--- config.mk ---
export PLATFORM = sky130hd
export DESIGN_NAME = add4_sequencer_flat
export DESIGN_NICKNAME = d
export VERILOG_FILES = /design/src/rtl/add4_sequencer_pkg.sv /design/src/rtl/add4_sequencer_if.sv /design/src/rtl/add4_sequencer_adder_unit.sv /design/src/rtl/add4_sequencer.sv /design/src/flat_wrapper.sv
export SDC_FILE = /design/constraint.sdc
export NUM_CORES = 1
export LEC_CHECK = 0
export CORE_MARGIN = 2
export CORE_UTILIZATION = 50
export CTS_BUF_LIST = sky130_fd_sc_hd__clkbuf_8 sky130_fd_sc_hd__clkbuf_16
export CTS_CLUSTER_DIAMETER = 60
export DETAILED_ROUTE_END_ITERATION = 8
export PLACE_DENSITY_LB_ADDON = 0.12
export SLEW_MARGIN = 5
export SYNTH_ARGS = -nofsm -noshare
export SYNTH_HDL_FRONTEND = slang
export SYNTH_SLANG_ARGS = --single-unit
--- constraint.sdc ---
create_clock -name clk -period 5.42 [get_ports clk]
set_input_delay 0.542 -clock clk [delete_from_list [all_inputs] [get_ports clk]]
set_output_delay 0.542 -clock clk [all_outputs]
set_load 0.01 [all_outputs]
--- src/rtl/add4_sequencer_pkg.sv ---
// Shared types and sizing helpers for the add4_sequencer shared-adder datapath.
// Holds the FSM encoding, default geometry and the result-width rule.
package adder_pkg;

  typedef enum logic [1:0] {
    IDLE  = 2'd0,
    ACCUM = 2'd1,
    DONE  = 2'd2
  } seq_state_t;

  localparam int DEFAULT_WIDTH = 32;
  localparam int DEFAULT_N_OPS = 4;

  // Wide enough that N_OPS maximal operands can never overflow the total.
  function automatic int sum_width(input int width, input int n);
    return width + $clog2(n);
  endfunction

endpackage

--- src/rtl/add4_sequencer_if.sv ---
// Operand-vector input and sum output handshakes of add4_sequencer.
// The master side is the producer/consumer pair; the slave side is the sequencer.
interface add4_sequencer_if
  import adder_pkg::*;
#(
  parameter int WIDTH = DEFAULT_WIDTH,
  parameter int N_OPS = DEFAULT_N_OPS
);
  localparam int SUM_W = sum_width(WIDTH, N_OPS);

  logic                          in_valid;
  logic                          in_ready;
  logic [N_OPS-1:0][WIDTH-1:0]   number;
  logic                          out_valid;
  logic                          out_ready;
  logic [SUM_W-1:0]              sum;

  modport master (
    output in_valid,
    output number,
    output out_ready,
    input  in_ready,
    input  out_valid,
    input  sum
  );

  modport slave (
    input  in_valid,
    input  number,
    input  out_ready,
    output in_ready,
    output out_valid,
    output sum
  );

endinterface

--- src/rtl/add4_sequencer_adder_unit.sv ---
// The single shared adder: running total plus one zero-extended operand.
// Purely combinational; the sequencer registers the result.
module adder_unit #(
  parameter int WIDTH = 32,
  parameter int SUM_W = 34
) (
  input  logic [SUM_W-1:0] acc,
  input  logic [WIDTH-1:0] operand,
  output logic [SUM_W-1:0] result
);

  assign result = acc + {{(SUM_W - WIDTH){1'b0}}, operand};

endmodule

--- src/rtl/add4_sequencer.sv ---
// Captures a packed operand vector, then sums it one element per cycle through
// one shared adder and offers the widened total on a valid/ready port.
module add4_sequencer
  import adder_pkg::*;
#(
  parameter int WIDTH = DEFAULT_WIDTH,
  parameter int N_OPS = DEFAULT_N_OPS
) (
  input  logic                        clk,
  input  logic                        reset,
  input  logic                        clear,
  add4_sequencer_if.slave             bus,
  output logic                        busy,
  output logic [$clog2(N_OPS)-1:0]    op_idx
);

  localparam int SUM_W = sum_width(WIDTH, N_OPS);
  localparam int IDX_W = $clog2(N_OPS);
  localparam logic [IDX_W-1:0] LAST_IDX = IDX_W'(N_OPS - 1);

  seq_state_t                  state_q, state_d;
  logic [IDX_W-1:0]            op_idx_q, op_idx_d;
  logic [SUM_W-1:0]            acc_q, acc_d;
  logic [N_OPS-1:0][WIDTH-1:0] buf_q, buf_d;
  logic [SUM_W-1:0]            add_result;

  adder_unit #(
    .WIDTH (WIDTH),
    .SUM_W (SUM_W)
  ) u_adder (
    .acc     (acc_q),
    .operand (buf_q[op_idx_q]),
    .result  (add_result)
  );

  always_comb begin
    state_d  = state_q;
    op_idx_d = op_idx_q;
    acc_d    = acc_q;
    buf_d    = buf_q;

    case (state_q)
      IDLE: begin
        if (bus.in_valid) begin
          buf_d    = bus.number;
          acc_d    = '0;
          op_idx_d = '0;
          state_d  = ACCUM;
        end
      end
      ACCUM: begin
        acc_d = add_result;
        if (op_idx_q == LAST_IDX) begin
          op_idx_d = '0;
          state_d  = DONE;
        end else begin
          op_idx_d = op_idx_q + 1'b1;
        end
      end
      DONE: begin
        if (bus.out_ready) begin
          state_d = IDLE;
        end
      end
      default: state_d = IDLE;
    endcase

    // Abort wins over every state, including a concurrent output transfer.
    if (clear) begin
      state_d  = IDLE;
      op_idx_d = '0;
      acc_d    = '0;
    end
  end

  always_ff @(posedge clk or negedge reset) begin
    if (!reset) begin
      state_q  <= IDLE;
      op_idx_q <= '0;
      acc_q    <= '0;
      buf_q    <= '0;
    end else begin
      state_q  <= state_d;
      op_idx_q <= op_idx_d;
      acc_q    <= acc_d;
      buf_q    <= buf_d;
    end
  end

  assign bus.in_ready  = (state_q == IDLE);
  assign bus.out_valid = (state_q == DONE);
  assign bus.sum       = acc_q;
  assign busy          = (state_q != IDLE);
  assign op_idx        = op_idx_q;

endmodule

--- src/flat_wrapper.sv ---
// flat-port wrapper written by rule: the top's interface ports become plain ports
module add4_sequencer_flat import adder_pkg::*;
#(
  parameter int WIDTH = DEFAULT_WIDTH,
  parameter int N_OPS = DEFAULT_N_OPS
)
  (clk, reset, clear, busy, op_idx, bus_in_valid, bus_number, bus_out_ready, bus_in_ready, bus_out_valid, bus_sum);
  add4_sequencer_if #(.WIDTH(WIDTH), .N_OPS(N_OPS)) bus_i ();
  input  logic clk;
  input  logic reset;
  input  logic clear;
  output logic busy;
  output logic [$clog2(N_OPS)-1:0] op_idx;
  input wire logic [$bits(bus_i.in_valid)-1:0] bus_in_valid;
  input wire logic [$bits(bus_i.number)-1:0] bus_number;
  input wire logic [$bits(bus_i.out_ready)-1:0] bus_out_ready;
  output wire logic [$bits(bus_i.in_ready)-1:0] bus_in_ready;
  output wire logic [$bits(bus_i.out_valid)-1:0] bus_out_valid;
  output wire logic [$bits(bus_i.sum)-1:0] bus_sum;
  assign bus_i.in_valid = bus_in_valid;
  assign bus_i.number = bus_number;
  assign bus_i.out_ready = bus_out_ready;
  assign bus_in_ready = bus_i.in_ready;
  assign bus_out_valid = bus_i.out_valid;
  assign bus_sum = bus_i.sum;
  add4_sequencer #(.WIDTH(WIDTH), .N_OPS(N_OPS)) u_core (.clk(clk), .reset(reset), .clear(clear), .bus(bus_i), .busy(busy), .op_idx(op_idx));
endmodule
==> results of run 1 <==
[registers in the layout, summed over array words and instances (netlist names)]
register        cells
u_core.buf_q      128
u_core.state_q      2
u_core.bus.sum     34
u_core.op_idx       2
[layer usage]
metal	vias up	wire length, um	part of all wire [%]
li1	2778	-	-
met5	-	0	0
met2	170	9330	48
met3	22	1070	5.5
met1	2995	8650	45
met4	0	260	1.3
[power by group through the flow]
stage	sequential (mW)	clock [mW]	combinational (mW)
after global routing	1.73	1.32	2.21
after detailed placement	1.72	0	1.99
after global placement	1.71	0	1.95
after floorplan	1.69	0	1.41
after CTS	1.70	1.26	2.00
final	1.70	1.24	2.00
[stage by stage]
stage,worst slack [ns],instances,hold slack (ns)
global route,1.20,1055,0.347
CTS,1.48,1055,0.302
finish,1.51,1055,0.255
floorplan,1.46,666,0.246
detailed placement,1.50,1024,0.491
global placement,1.56,1024,0.474
[worst min path at each step]
| stage | end | depth (start not counted) | start |
|---|---|---|---|
| 3_5_place_dp | u_core.buf_q[68]$_DFFE_PN0P_ | 1 | u_core.buf_q[68]$_DFFE_PN0P_ |
| 6_report | u_core.buf_q[112]$_DFFE_PN0P_ | 1 | reset |
| 4_1_cts | u_core.buf_q[112]$_DFFE_PN0P_ | 1 | reset |
| 5_1_grt | u_core.buf_q[112]$_DFFE_PN0P_ | 1 | reset |
| 3_3_place_gp | u_core.state_q[0]$_DFFE_PN0P_ | 1 | u_core.state_q[1]$_DFFE_PN0P_ |
| 2_1_floorplan | u_core.buf_q[0]$_DFFE_PN0P_ | 0 | reset |
[Yosys cell counts (4+ instances only)]
| library cell | count | area share (%) |
|---|---|---|
| sky130_fd_sc_hd__nand2b_1 | 4 | 0.29 |
| sky130_fd_sc_hd__xnor2_1 | 14 | 1.4 |
| sky130_fd_sc_hd__buf_1 | 5 | 0.22 |
| sky130_fd_sc_hd__clkbuf_1 | 23 | 1.0 |
| sky130_fd_sc_hd__a21oi_1 | 33 | 1.9 |
| sky130_fd_sc_hd__nand4_1 | 8 | 0.58 |
| sky130_fd_sc_hd__a21o_1 | 18 | 1.6 |
| sky130_fd_sc_hd__buf_2 | 5 | 0.29 |
| sky130_fd_sc_hd__nor2_1 | 19 | 0.82 |
| sky130_fd_sc_hd__nand2_1 | 28 | 1.2 |
| sky130_fd_sc_hd__mux2_2 | 128 | 17 |
| sky130_fd_sc_hd__nand3_1 | 13 | 0.75 |
| sky130_fd_sc_hd__o31ai_1 | 7 | 0.61 |
| sky130_fd_sc_hd__dfrtp_1 | 166 | 48 |
| sky130_fd_sc_hd__o21ai_0 | 19 | 1.1 |
| sky130_fd_sc_hd__ha_1 | 33 | 4.8 |
| sky130_fd_sc_hd__nor3_1 | 4 | 0.23 |
| sky130_fd_sc_hd__inv_1 | 10 | 0.43 |
| sky130_fd_sc_hd__xor2_1 | 15 | 1.5 |
| sky130_fd_sc_hd__mux4_2 | 32 | 8.3 |
| sky130_fd_sc_hd__a22o_1 | 24 | 2.4 |
[layout make-up]
cell class,instances,share of cell area [%]
Clock buffer,19,4.09
Clock inverter,12,1.39
Inverter,10,0.339
Multi-Input combinational cell,448,38.4
Sequential cell,166,37.5
Tap cell,225,2.54
Timing Repair Buffer,175,15.7
[cell families (layout without fill, tap and decap cells)]
kind of cell / count (synthesis) / after routing / synth area share [%]
multiplexers: 161 / 161 / 25.1
flip-flops: 166 / 166 / 48.0
AO/OA/AOI/OAI: 131 / 131 / 10.6
AND/OR/NAND/NOR: 93 / 93 / 5.31
XOR/XNOR: 29 / 29 / 2.93
adder cells (fa/ha/maj): 34 / 34 / 5.00
buffers and inverters: 52 / 216 / 3.02
[critical path, stage by stage, from the launching register on]
cell                      delay [ns]
sky130_fd_sc_hd__dfrtp_2        0.98
sky130_fd_sc_hd__mux4_2         0.42
sky130_fd_sc_hd__ha_1           0.45
sky130_fd_sc_hd__nand4_1        0.18
sky130_fd_sc_hd__or2_0          0.23
sky130_fd_sc_hd__a211o_1        0.28
sky130_fd_sc_hd__a21oi_1        0.30
sky130_fd_sc_hd__o21ai_1        0.21
sky130_fd_sc_hd__o21ai_2        0.26
sky130_fd_sc_hd__o21ai_1        0.14
sky130_fd_sc_hd__xnor2_1        0.15
sky130_fd_sc_hd__a22o_1         0.19
==> impl_results.html, run 1 <==
<table>
<tr><th>Metric</th><th>Value</th></tr>
<tr><th colspan="2">Floorplan</th></tr>
<tr><td>Die footprint</td><td>~18,000 um2</td></tr>
<tr><td>Width of the die</td><td>136 um</td></tr>
<tr><td>Y dimension of the die</td><td>136 um</td></tr>
<tr><td># IOs</td><td>172</td></tr>
<tr><td>Std-Cell Rows</td><td>48</td></tr>
<tr><td>Core box area</td><td>17,100 um2</td></tr>
<tr><td>Initial standard-cell utilization of the core</td><td>between 50% and 60%</td></tr>
<tr><th colspan="2">Timing</th></tr>
<tr><td>Achievable Freq</td><td>256 MHz</td></tr>
<tr><td>Final critical-path share of the clock period</td><td>72.2%</td></tr>
<tr><td>Final Hold Viols</td><td>0</td></tr>
<tr><td>Final clock skew</td><td>0.0104 ns</td></tr>
<tr><td>RSZ-0062 raised after global routing</td><td>false</td></tr>
<tr><td>Slew margin rel.</td><td>between 20 and 30%</td></tr>
<tr><td>Final worst path period need</td><td>3.91 ns</td></tr>
<tr><td>Final number of max-transition violations</td><td>0</td></tr>
<tr><td># setup viols final</td><td>0</td></tr>
<tr><td>Aggregate negative setup slack</td><td>0 ns</td></tr>
<tr><td>Transition time at the pin with the least slew margin</td><td>1.05 ns</td></tr>
<tr><th colspan="2">Power and ir drop</th></tr>
<tr><td>Worst-case vdd ir drop</td><td>0.265 mV</td></tr>
<tr><td>Net switching power</td><td>1.67 mW</td></tr>
<tr><td>Post-layout power</td><td>just under 5 mW</td></tr>
<tr><td>Share of total power consumed by net switching</td><td>33.8%</td></tr>
<tr><td>Part of the total power dissipated in combinational logic</td><td>40.5%</td></tr>
<tr><td>Share of total power in sequential cells</td><td>around a third</td></tr>
<tr><td>Clock share of power</td><td>25.1%</td></tr>
<tr><td>Pwr Density</td><td>446 nW/um2</td></tr>
<tr><td>Cell internal power dissipation</td><td>3.27 mW</td></tr>
<tr><td>Leakage power total</td><td>around 4.7 nW</td></tr>
<tr><th colspan="2">Cells and area</th></tr>
<tr><td>Multi-input logic area</td><td>4250 um2</td></tr>
<tr><td>Final net count</td><td>985</td></tr>
<tr><td>Reg area</td><td>just over 4000 um2</td></tr>
<tr><td>Number of filler instances in the final layout</td><td>1,294</td></tr>
<tr><td>Antenna cell count</td><td>0</td></tr>
<tr><td>Synthesis-to-layout area growth</td><td>27.9%</td></tr>
<tr><td>Commonest non-fill, non-tap cell in the layout</td><td>sky130_fd_sc_hd__clkdlybuf4s50_1</td></tr>
<tr><td>Fraction of layout instances using a drive strength above 1</td><td>25.7%</td></tr>
<tr><td>Cell area after layout</td><td>approximately 11,000 um2</td></tr>
<tr><td>Final Core Density</td><td>64.7%</td></tr>
<tr><td>Highest-count cells in the layout ignoring fill and taps</td><td>170 x sky130_fd_sc_hd__clkdlybuf4s50_1, 164 x sky130_fd_sc_hd__dfrtp_1, 128 x sky130_fd_sc_hd__mux2_2</td></tr>
<tr><th colspan="2">Synthesis</th></tr>
<tr><td>Mean instance size in the synthesized netlist</td><td>13.0 um2</td></tr>
<tr><td>Async set-or-reset flop fraction in the synthesized netlist</td><td>100%</td></tr>
<tr><td>Cells after synthesis</td><td>666</td></tr>
<tr><td>Synthesized area</td><td>8650 um2</td></tr>
<tr><td>Main flop type after synthesis</td><td>sky130_fd_sc_hd__dfrtp_1</td></tr>
<tr><td>Synth Register Bits</td><td>approximately 170</td></tr>
<tr><td>Number of enable-type register cells in the synthesized netlist</td><td>0</td></tr>
<tr><td>Post-synth net total</td><td>833</td></tr>
<tr><td>Sequential share of the synthesized area</td><td>48.0%</td></tr>
<tr><td>Distinct cell type count after synthesis</td><td>60</td></tr>
<tr><td>Count of warnings emitted by yosys</td><td>0</td></tr>
<tr><th colspan="2">Global routing</th></tr>
<tr><td>Total gr overflow</td><td>0</td></tr>
<tr><td>Busiest layer in global routing</td><td>met2</td></tr>
<tr><td>Global routing met2 resource utilization</td><td>36.3%</td></tr>
<tr><td>Global-route wire length before repair</td><td>32,100 um</td></tr>
<tr><td>Number of antenna violations at the first check in global routing</td><td>0</td></tr>
<tr><td>Largest net degree at the start of global routing</td><td>about 110</td></tr>
<tr><td>Grt met1 use</td><td>29.5%</td></tr>
<tr><td>Met3 Track Usage GR</td><td>5.42%</td></tr>
<tr><td>GRT Resource Usage Total</td><td>22.2%</td></tr>
<tr><td>Via count of the first global-routing pass</td><td>6,336</td></tr>
<tr><th colspan="2">Worst setup path</th></tr>
<tr><td>Critical Path Fanout Max</td><td>35</td></tr>
<tr><td>Register-to-Register Setup Slack</td><td>1.51 ns</td></tr>
<tr><td>Worst reg2reg path startpoint</td><td>u_core.op_idx[1]$_DFFE_PN0P_</td></tr>
<tr><td>Worst endpoint required time</td><td>5.73 ns</td></tr>
<tr><td>Arr. time, crit path</td><td>4.23 ns</td></tr>
<tr><td>Worst reg2reg path depth</td><td>11</td></tr>
<tr><td>Worst setup SP type</td><td>flop</td></tr>
<tr><td>Critical Setup Path Class</td><td>reg -&gt; reg</td></tr>
<tr><td>Launching instance or port of the critical path</td><td>u_core.op_idx[1]$_DFFE_PN0P_</td></tr>
<tr><td>Crit end category</td><td>flop</td></tr>
<tr><td>Worst setup path endpoint</td><td>u_core.bus.sum[31]$_DFFE_PN0P_</td></tr>
<tr><td>Worst R2R End</td><td>u_core.bus.sum[31]$_DFFE_PN0P_</td></tr>
<tr><th colspan="2">Clocking</th></tr>
<tr><td>CTS tree</td><td>built</td></tr>
<tr><td>Root Driver</td><td>sky130_fd_sc_hd__clkbuf_16</td></tr>
<tr><td>Clock sink count</td><td>166</td></tr>
<tr><td>Clock slew seen by the registers of the worst setup and hold paths</td><td>0.06 ns</td></tr>
<tr><td>Number of clock buffers inserted by TritonCTS</td><td>17</td></tr>
<tr><td>Cts hold-fix bufs</td><td>0</td></tr>
<tr><td>Later-pin clock latency in the skew report</td><td>approximately 0.43 ns</td></tr>
<tr><td>Setup Buffers After CTS</td><td>0</td></tr>
<tr><td>H-tree levels</td><td>4</td></tr>
<tr><td>Clock buffer depth</td><td>2</td></tr>
<tr><td>Cells resized by post-CTS repair</td><td>0</td></tr>
<tr><th colspan="2">Placement</th></tr>
<tr><td>Weighted congestion at the end of routability-driven global placement</td><td>0.817</td></tr>
<tr><td>Final HPWL from detailed placement</td><td>~14,000 um</td></tr>
<tr><td>Input/output buffers</td><td>between 150 and 200</td></tr>
<tr><td>Post-Place Cell Area</td><td>10,500 um2</td></tr>
<tr><th colspan="2">Drt</th></tr>
<tr><td>Via density per instance</td><td>5.65</td></tr>
<tr><td>Wire length reported by the detailed router</td><td>between 15,000 and 20,000 um</td></tr>
<tr><td>Detailed-route DRC error count</td><td>0</td></tr>
<tr><td>Vias</td><td>5,965</td></tr>
<tr><td>Antenna-violating nets left</td><td>0</td></tr>
<tr><td>WL per Instance</td><td>18.3 um</td></tr>
<tr><td>Number of detailed-routing iterations run before antenna repair</td><td>4</td></tr>
<tr><td>Drt first-iter violations</td><td>321</td></tr>
<tr><th colspan="2">Min path</th></tr>
<tr><td>Worst min path class</td><td>in -&gt; async</td></tr>
<tr><th colspan="2">Outcome</th></tr>
<tr><td>Run status</td><td>finished, final reports clean</td></tr>
<tr><th colspan="2">Job</th></tr>
<tr><td>Total of max-cap violations</td><td>0</td></tr>
</table>
Note: power is estimated with default switching activity, not from simulation.
==> run 2: changes to the inputs <==
==> constraint.sdc (replaced) <==
create_clock -name clk -period 4 [get_ports clk]
set_input_delay 0.4 -clock clk [delete_from_list [all_inputs] [get_ports clk]]
set_output_delay 0.4 -clock clk [all_outputs]
set_load 0.01 [all_outputs]
==> run 2 against run 1 <==
Compared with the run above:
- maximum frequency rose by 6.8%
- critical path depth up 1
- non-clock buffer count rose by 7
==> impl_results.html, run 2 (same netlist as run 1, synthesis figures left out) <==
<table>
<tr><th>Metric</th><th>Value</th></tr>
<tr><th colspan="2">Outcome</th></tr>
<tr><td>Run status</td><td>finished, final reports clean</td></tr>
<tr><th colspan="2">Clocking</th></tr>
<tr><td>Later-pin clock latency in the skew report</td><td>between 0.4 and 0.5 ns</td></tr>
<tr><td>Root Driver</td><td>sky130_fd_sc_hd__clkbuf_16</td></tr>
<tr><td>CTS tree</td><td>built</td></tr>
<tr><td>Clock buffer depth</td><td>2</td></tr>
<tr><td>Cts hold-fix bufs</td><td>0</td></tr>
<tr><td>Clock slew seen by the registers of the worst setup and hold paths</td><td>approximately 0.060 ns</td></tr>
<tr><td>H-tree levels</td><td>4</td></tr>
<tr><td>Setup Buffers After CTS</td><td>0</td></tr>
<tr><td>Number of clock buffers inserted by TritonCTS</td><td>17</td></tr>
<tr><td>Cells resized by post-CTS repair</td><td>0</td></tr>
<tr><td>Clock sink count</td><td>166</td></tr>
<tr><th colspan="2">Worst setup path</th></tr>
<tr><td>Critical Path Fanout Max</td><td>17</td></tr>
<tr><td>Worst R2R End</td><td>u_core.bus.sum[31]$_DFFE_PN0P_</td></tr>
<tr><td>Register-to-Register Setup Slack</td><td>0.34 ns</td></tr>
<tr><td>Worst endpoint required time</td><td>approximately 4.3 ns</td></tr>
<tr><td>Arr. time, crit path</td><td>roughly 4.0 ns</td></tr>
<tr><td>Critical Setup Path Class</td><td>reg -&gt; reg</td></tr>
<tr><td>Worst setup path endpoint</td><td>u_core.bus.sum[31]$_DFFE_PN0P_</td></tr>
<tr><td>Crit end category</td><td>flop</td></tr>
<tr><td>Worst reg2reg path depth</td><td>12</td></tr>
<tr><td>Worst reg2reg path startpoint</td><td>u_core.op_idx[0]$_DFFE_PN0P_</td></tr>
<tr><td>Launching instance or port of the critical path</td><td>u_core.op_idx[0]$_DFFE_PN0P_</td></tr>
<tr><td>Worst setup SP type</td><td>flop</td></tr>
<tr><th colspan="2">Timing</th></tr>
<tr><td>Transition time at the pin with the least slew margin</td><td>0.945 ns</td></tr>
<tr><td>RSZ-0062 raised after global routing</td><td>false</td></tr>
<tr><td>Final critical-path share of the clock period</td><td>91.6%</td></tr>
<tr><td>Final clock skew</td><td>0.00899 ns</td></tr>
<tr><td># setup viols final</td><td>0</td></tr>
<tr><td>Final Hold Viols</td><td>0</td></tr>
<tr><td>Achievable Freq</td><td>273 MHz</td></tr>
<tr><td>Aggregate negative setup slack</td><td>0 ns</td></tr>
<tr><td>Final number of max-transition violations</td><td>0</td></tr>
<tr><td>Final worst path period need</td><td>~3.7 ns</td></tr>
<tr><td>Final setup margin</td><td>0.335 ns</td></tr>
<tr><td>Hold_ws</td><td>0.0833 ns</td></tr>
<tr><td>Slew margin rel.</td><td>37.0%</td></tr>
<tr><th colspan="2">Power and ir drop</th></tr>
<tr><td>Clock share of power</td><td>23.7%</td></tr>
<tr><td>Share of total power in sequential cells</td><td>approximately a third</td></tr>
<tr><td>Cell internal power dissipation</td><td>4.34 mW</td></tr>
<tr><td>Share of total power consumed by net switching</td><td>about a third</td></tr>
<tr><td>Net switching power</td><td>around 2.3 mW</td></tr>
<tr><td>Worst-case vdd ir drop</td><td>0.349 mV</td></tr>
<tr><td>Leakage power total</td><td>4.69 nW</td></tr>
<tr><td>Part of the total power dissipated in combinational logic</td><td>41.9%</td></tr>
<tr><td>Pwr Density</td><td>about 600 nW/um2</td></tr>
<tr><td>Post-layout power</td><td>6.62 mW</td></tr>
<tr><th colspan="2">Floorplan</th></tr>
<tr><td>Die footprint</td><td>18,400 um2</td></tr>
<tr><td>Initial standard-cell utilization of the core</td><td>roughly half</td></tr>
<tr><td>Std-Cell Rows</td><td>48</td></tr>
<tr><td>Width of the die</td><td>between 100 and 150 um</td></tr>
<tr><td>Y dimension of the die</td><td>136 um</td></tr>
<tr><td>Core box area</td><td>17,100 um2</td></tr>
<tr><td># IOs</td><td>around 170</td></tr>
<tr><th colspan="2">Placement</th></tr>
<tr><td>Post-Place Cell Area</td><td>10,500 um2</td></tr>
<tr><td>Number of placed instances, taps included</td><td>1,031</td></tr>
<tr><td>Weighted congestion at the end of routability-driven global placement</td><td>approximately 0.87</td></tr>
<tr><td>Pre-CTS setup slack</td><td>0.340 ns</td></tr>
<tr><td>Input/output buffers</td><td>around 170</td></tr>
<tr><td>Final HPWL from detailed placement</td><td>14,000 um</td></tr>
<tr><th colspan="2">Drt</th></tr>
<tr><td>Metal-1 WL</td><td>8780 um</td></tr>
<tr><td>Via density per instance</td><td>5.58</td></tr>
<tr><td>Number of detailed-routing iterations run before antenna repair</td><td>4</td></tr>
<tr><td>Detailed-route DRC error count</td><td>0</td></tr>
<tr><td>WL per Instance</td><td>18.5 um</td></tr>
<tr><td>WL met2</td><td>9450 um</td></tr>
<tr><td>Highest signal layer in the routed design</td><td>met4</td></tr>
<tr><td>Length of routed met3 wiring</td><td>1210 um</td></tr>
<tr><td>Drt first-iter violations</td><td>about 330</td></tr>
<tr><td>Wire length reported by the detailed router</td><td>roughly 20,000 um</td></tr>
<tr><td>Vias</td><td>5,935</td></tr>
<tr><td>Antenna-violating nets left</td><td>0</td></tr>
<tr><th colspan="2">Cells and area</th></tr>
<tr><td>Highest-count cells in the layout ignoring fill and taps</td><td>170 x sky130_fd_sc_hd__clkdlybuf4s50_1, 164 x sky130_fd_sc_hd__dfrtp_1, 128 x sky130_fd_sc_hd__mux2_2</td></tr>
<tr><td>Post-layout instance count excluding filler cells</td><td>approximately 1,100</td></tr>
<tr><td>Synthesis-to-layout area growth</td><td>28.2%</td></tr>
<tr><td>Cell area after layout</td><td>around 11,000 um2</td></tr>
<tr><td>Final Core Density</td><td>64.8%</td></tr>
<tr><td>Final net count</td><td>approximately 1,000</td></tr>
<tr><td>Max FFs per register</td><td>128</td></tr>
<tr><td>Commonest non-fill, non-tap cell in the layout</td><td>sky130_fd_sc_hd__clkdlybuf4s50_1</td></tr>
<tr><td>Antenna cell count</td><td>0</td></tr>
<tr><td>Biggest register</td><td>u_core.buf_q</td></tr>
<tr><td>Fraction of layout instances using a drive strength above 1</td><td>26.3%</td></tr>
<tr><th colspan="2">Global routing</th></tr>
<tr><td>Largest net degree at the start of global routing</td><td>approximately 100</td></tr>
<tr><td>Via count of the first global-routing pass</td><td>6,322</td></tr>
<tr><td>Total gr overflow</td><td>0</td></tr>
<tr><td>GRT Resource Usage Total</td><td>between 20% and 30%</td></tr>
<tr><td>Global-route wire length before repair</td><td>32,000 um</td></tr>
<tr><td>Number of antenna violations at the first check in global routing</td><td>0</td></tr>
<tr><th colspan="2">Job</th></tr>
<tr><td>Total of max-cap violations</td><td>0</td></tr>
<tr><th colspan="2">Min path</th></tr>
<tr><td>Worst min path class</td><td>in -&gt; async</td></tr>
</table>
-- run 2: final cells by class --
| type | instances | area [um2] |
|---|---|---|
| fillers | 1295 | 6020 |
| multi-input cells | 448 | 4250 |
| flip-flops and latches | 166 | 4160 |
| repair buffers | 182 | 1810 |
| clock buffers | 20 | 467 |
| well taps | 225 | 282 |
| clock inverters | 12 | 103 |
| inverters | 10 | 37.5 |
-- run 2: worst min-delay path by stage --
| stage | slack, ns | startpoint | endpoint | cells past startpoint |
|---|---|---|---|---|
| global placement | 0.47 | u_core.state_q[1]$_DFFE_PN0P_ | u_core.state_q[0]$_DFFE_PN0P_ | 1 |
| global route | 0.16 | reset | u_core.buf_q[45]$_DFFE_PN0P_ | 1 |
| detailed placement | 0.49 | u_core.state_q[1]$_DFFE_PN0P_ | u_core.state_q[0]$_DFFE_PN0P_ | 1 |
| CTS | 0.13 | reset | u_core.buf_q[13]$_DFFE_PN0P_ | 1 |
| floorplan | 0.10 | reset | u_core.buf_q[0]$_DFFE_PN0P_ | 0 |
| finish | 0.08 | reset | u_core.buf_q[80]$_DFFE_PN0P_ | 1 |
-- run 2: power by group through the flow --
stage / combinational, mW / sequential, mW / clock (mW)
6_report: 2.78 / 2.28 / 1.57
5_1_grt: 3.05 / 2.32 / 1.68
4_1_cts: 2.78 / 2.28 / 1.61
3_5_place_dp: 2.75 / 2.30 / 0
3_3_place_gp: 2.68 / 2.28 / 0
2_1_floorplan: 1.92 / 2.28 / 0
-- run 2: per-layer routing --
layer | up-vias | global-route usage, %
li1 | 2791 | -
met1 | 2967 | 30.0
met2 | 161 | 35.9
met3 | 16 | 5.50
met4 | 0 | 7.18
met5 | - | 0
-- run 2: critical path: stages (launching register included) --
cell	delay [ns]
sky130_fd_sc_hd__dfrtp_2	0.46
sky130_fd_sc_hd__buf_12	0.20
sky130_fd_sc_hd__mux4_2	0.52
sky130_fd_sc_hd__ha_1	0.46
sky130_fd_sc_hd__nand3_1	0.14
sky130_fd_sc_hd__or2_0	0.24
sky130_fd_sc_hd__a211o_1	0.27
sky130_fd_sc_hd__a21oi_1	0.30
sky130_fd_sc_hd__o21ai_1	0.20
sky130_fd_sc_hd__o21ai_2	0.26
sky130_fd_sc_hd__o21ai_1	0.14
sky130_fd_sc_hd__xnor2_1	0.14
sky130_fd_sc_hd__a22o_1	0.20
==> run 3: changes to the inputs <==
--- a/config.mk
+++ b/config.mk
@@ -5,12 +5,14 @@
 export SDC_FILE = /design/constraint.sdc
 export NUM_CORES = 1
 export LEC_CHECK = 0
+export CAP_MARGIN = 20
 export CORE_MARGIN = 2
 export CORE_UTILIZATION = 50
 export CTS_BUF_LIST = sky130_fd_sc_hd__clkbuf_8 sky130_fd_sc_hd__clkbuf_16
 export CTS_CLUSTER_DIAMETER = 60
 export DETAILED_ROUTE_END_ITERATION = 8
 export PLACE_DENSITY_LB_ADDON = 0.12
+export RECOVER_POWER = 25
 export SLEW_MARGIN = 5
 export SYNTH_ARGS = -nofsm -noshare
 export SYNTH_HDL_FRONTEND = slang
==> run 3 against run 2 <==
Compared with the run above:
- the flow now finishes with violations (capacitance limit, slew limit)
- flip-flop and latch count did not move
- die area is the same
- maximum frequency barely moved
- design area is essentially flat
- setup slack barely moved
- via count barely moved
- clock power is essentially flat
- combinational power barely moved
- final cell count is the same
==> impl_results.html, run 3 (same netlist as run 1, synthesis figures left out) <==
<table>
<tr><th>Metric</th><th>Value</th></tr>
<tr><th colspan="2">Drt</th></tr>
<tr><td>Detailed-route DRC error count</td><td>0</td></tr>
<tr><td>Via density per instance</td><td>~5.6</td></tr>
<tr><td>Metal-1 WL</td><td>roughly 8800 um</td></tr>
<tr><td>Drt first-iter violations</td><td>334</td></tr>
<tr><td>Wire length reported by the detailed router</td><td>19,600 um</td></tr>
<tr><td>Antenna-violating nets left</td><td>0</td></tr>
<tr><td>Length of routed met3 wiring</td><td>1210 um</td></tr>
<tr><td>Vias</td><td>5,936</td></tr>
<tr><td>Number of detailed-routing iterations run before antenna repair</td><td>4</td></tr>
<tr><td>Highest signal layer in the routed design</td><td>met4</td></tr>
<tr><td>WL met2</td><td>9450 um</td></tr>
<tr><td>WL per Instance</td><td>18.5 um</td></tr>
<tr><th colspan="2">Placement</th></tr>
<tr><td>Weighted congestion at the end of routability-driven global placement</td><td>0.870</td></tr>
<tr><td>Input/output buffers</td><td>between 150 and 200</td></tr>
<tr><td>Final HPWL from detailed placement</td><td>14,000 um</td></tr>
<tr><td>Pre-CTS setup slack</td><td>between 0.3 and 0.4 ns</td></tr>
<tr><th colspan="2">Min path</th></tr>
<tr><td>Worst min-delay path startpoint</td><td>u_core.buf_q[37]$_DFFE_PN0P_</td></tr>
<tr><td>Worst hold path depth</td><td>1</td></tr>
<tr><td>Worst min path class</td><td>reg -&gt; reg</td></tr>
<tr><td>Worst hold endpoint</td><td>u_core.buf_q[37]$_DFFE_PN0P_</td></tr>
<tr><th colspan="2">Cells and area</th></tr>
<tr><td>Commonest non-fill, non-tap cell in the layout</td><td>sky130_fd_sc_hd__clkdlybuf4s50_1</td></tr>
<tr><td>Final net count</td><td>around 1,000</td></tr>
<tr><td>Antenna cell count</td><td>0</td></tr>
<tr><td>Fraction of layout instances using a drive strength above 1</td><td>between 20% and 30%</td></tr>
<tr><td>Biggest register</td><td>u_core.buf_q</td></tr>
<tr><td>Max FFs per register</td><td>approximately 130</td></tr>
<tr><td>Highest-count cells in the layout ignoring fill and taps</td><td>170 x sky130_fd_sc_hd__clkdlybuf4s50_1, 164 x sky130_fd_sc_hd__dfrtp_1, 128 x sky130_fd_sc_hd__mux2_2</td></tr>
<tr><td>Synthesis-to-layout area growth</td><td>28.2%</td></tr>
<tr><th colspan="2">Timing</th></tr>
<tr><td>Final Hold Viols</td><td>0</td></tr>
<tr><td>Final critical-path share of the clock period</td><td>91.6%</td></tr>
<tr><td>Achievable Freq</td><td>273 MHz</td></tr>
<tr><td>Slew margin rel.</td><td>-71.8%</td></tr>
<tr><td>Final clock skew</td><td>0.00899 ns</td></tr>
<tr><td>Transition time at the pin with the least slew margin</td><td>2.58 ns</td></tr>
<tr><td>Aggregate negative setup slack</td><td>0 ns</td></tr>
<tr><td>Final setup margin</td><td>0.335 ns</td></tr>
<tr><td>Final number of max-transition violations</td><td>104</td></tr>
<tr><td>RSZ-0062 raised after global routing</td><td>false</td></tr>
<tr><td># setup viols final</td><td>0</td></tr>
<tr><td>Final worst path period need</td><td>3.67 ns</td></tr>
<tr><th colspan="2">Worst setup path</th></tr>
<tr><td>CP peak stage delay</td><td>0.52 ns</td></tr>
<tr><td>Worst R2R End</td><td>u_core.bus.sum[31]$_DFFE_PN0P_</td></tr>
<tr><td>Cell seen most often among critical-path stages</td><td>sky130_fd_sc_hd__o21ai_1</td></tr>
<tr><td>Buffers &amp; Inverters on Critical Path</td><td>1</td></tr>
<tr><td>Worst endpoint required time</td><td>4.31 ns</td></tr>
<tr><td>Worst reg2reg path depth</td><td>12</td></tr>
<tr><td>Critical Path Fanout Max</td><td>17</td></tr>
<tr><td>Arr. time, crit path</td><td>3.98 ns</td></tr>
<tr><td>Register-to-Register Setup Slack</td><td>0.33 ns</td></tr>
<tr><td>Worst reg2reg path startpoint</td><td>u_core.op_idx[0]$_DFFE_PN0P_</td></tr>
<tr><td>Crit end category</td><td>flop</td></tr>
<tr><td>Critical Setup Path Class</td><td>reg -&gt; reg</td></tr>
<tr><td>Worst setup SP type</td><td>flop</td></tr>
<tr><td>Cells traversed along the worst timing path</td><td>buf_12, mux4_2, ha_1, nand3_1, or2_0, a211o_1, a21oi_1, o21ai_1, o21ai_2, o21ai_1, xnor2_1, a22o_1</td></tr>
<tr><td>Worst path top cell family by delay</td><td>compound AO/OA/AOI/OAI gates</td></tr>
<tr><td>Slowest-stage cell, CP</td><td>sky130_fd_sc_hd__mux4_2</td></tr>
<tr><th colspan="2">Clocking</th></tr>
<tr><td>Later-pin clock latency in the skew report</td><td>0.42 ns</td></tr>
<tr><td>Setup Buffers After CTS</td><td>0</td></tr>
<tr><td>CTS tree</td><td>built</td></tr>
<tr><td>Clock buffer depth</td><td>2</td></tr>
<tr><td>Cts hold-fix bufs</td><td>0</td></tr>
<tr><td>Cells resized by post-CTS repair</td><td>0</td></tr>
<tr><td>Root Driver</td><td>sky130_fd_sc_hd__clkbuf_16</td></tr>
<tr><td>Clock sink count</td><td>166</td></tr>
<tr><td>Number of clock buffers inserted by TritonCTS</td><td>17</td></tr>
<tr><td>Clock slew seen by the registers of the worst setup and hold paths</td><td>about 0.060 ns</td></tr>
<tr><td>H-tree levels</td><td>4</td></tr>
<tr><th colspan="2">Global routing</th></tr>
<tr><td>Total gr overflow</td><td>0</td></tr>
<tr><td>Largest net degree at the start of global routing</td><td>between 100 and 150</td></tr>
<tr><td>GRT Resource Usage Total</td><td>22.3%</td></tr>
<tr><td>Number of antenna violations at the first check in global routing</td><td>0</td></tr>
<tr><td>Global-route wire length before repair</td><td>~32,000 um</td></tr>
<tr><td>Via count of the first global-routing pass</td><td>around 6,300</td></tr>
<tr><th colspan="2">Power and ir drop</th></tr>
<tr><td>Pwr Density</td><td>597 nW/um2</td></tr>
<tr><td>Leakage power total</td><td>4.69 nW</td></tr>
<tr><td>Worst-case vdd ir drop</td><td>0.349 mV</td></tr>
<tr><td>Post-layout power</td><td>6.62 mW</td></tr>
<tr><th colspan="2">Job</th></tr>
<tr><td>Total of max-cap violations</td><td>1</td></tr>
<tr><th colspan="2">Floorplan</th></tr>
<tr><td>Width of the die</td><td>136 um</td></tr>
<tr><td>Initial standard-cell utilization of the core</td><td>50.6%</td></tr>
<tr><td># IOs</td><td>172</td></tr>
<tr><td>Die footprint</td><td>around 18,000 um2</td></tr>
<tr><td>Y dimension of the die</td><td>136 um</td></tr>
<tr><td>Core box area</td><td>17,100 um2</td></tr>
<tr><td>Std-Cell Rows</td><td>48</td></tr>
<tr><th colspan="2">Outcome</th></tr>
<tr><td>Violations in the final reports</td><td>capacitance limit, slew limit</td></tr>
<tr><td>Run status</td><td>complete, but fails checks</td></tr>
</table>
==> run 3: changes by cell type in the layout (fill, tap and decap cells not counted), sizes merged <==
| cell | before | now |
|---|---|---|
| buf | 12 | 11 |
| clkbuf | 20 | 21 |
==> run 3: cell type report <==
cell class	count	area (um2)
Multi-Input combinational cell	448	4250
Timing Repair Buffer	182	1800
Clock buffer	20	467
Inverter	10	37.5
Fill cell	1297	6020
Clock inverter	12	103
Sequential cell	166	4160
Tap cell	225	282
==> run 3: stage by stage <==
stage | hold slack (ns) | cells | utilization (%) | instance area, um2
after global routing | 0.521 | 1063 | 64.8 | 11100
after CTS | 0.126 | 1063 | 64.8 | 11100
final | 0.503 | 1063 | 64.8 | 11100
after detailed placement | 0.488 | 1031 | 61.5 | 10500
after floorplan | 0.104 | 666 | - | 8650
after global placement | 0.474 | 1031 | 61.5 | 10500
==> run 3: how the worst max path moves through the flow <==
stage / start / to / slack (ns) / cells after the start
4_1_cts: u_core.op_idx[0]$_DFFE_PN0P_ / u_core.bus.sum[31]$_DFFE_PN0P_ / 0.31 / 12
3_3_place_gp: u_core.op_idx[0]$_DFFE_PN0P_ / u_core.bus.sum[31]$_DFFE_PN0P_ / 0.44 / 12
3_5_place_dp: u_core.op_idx[0]$_DFFE_PN0P_ / u_core.bus.sum[31]$_DFFE_PN0P_ / 0.34 / 12
5_1_grt: u_core.op_idx[0]$_DFFE_PN0P_ / u_core.bus.sum[31]$_DFFE_PN0P_ / 0.05 / 12
2_1_floorplan: u_core.op_idx[0]$_DFFE_PN0P_ / u_core.bus.sum[31]$_DFFE_PN0P_ / 0.04 / 14
6_report: u_core.op_idx[0]$_DFFE_PN0P_ / u_core.bus.sum[31]$_DFFE_PN0P_ / 0.33 / 12
==> run 3: power by group <==
group / internal (mW) / leakage, nW / total (mW) / switching (mW)
clock: 0.903 / 0.273 / 1.57 / 0.667
combinational: 1.41 / 2.42 / 2.78 / 1.36
sequential: 2.02 / 2.00 / 2.28 / 0.252
==> run 3: layer usage <==
metal  track usage [%]  vias up
met5                 0        -
met4              7.18        0
met3              5.50       16
met2              35.9      161
met1              30.0     2968
li1                  -     2791
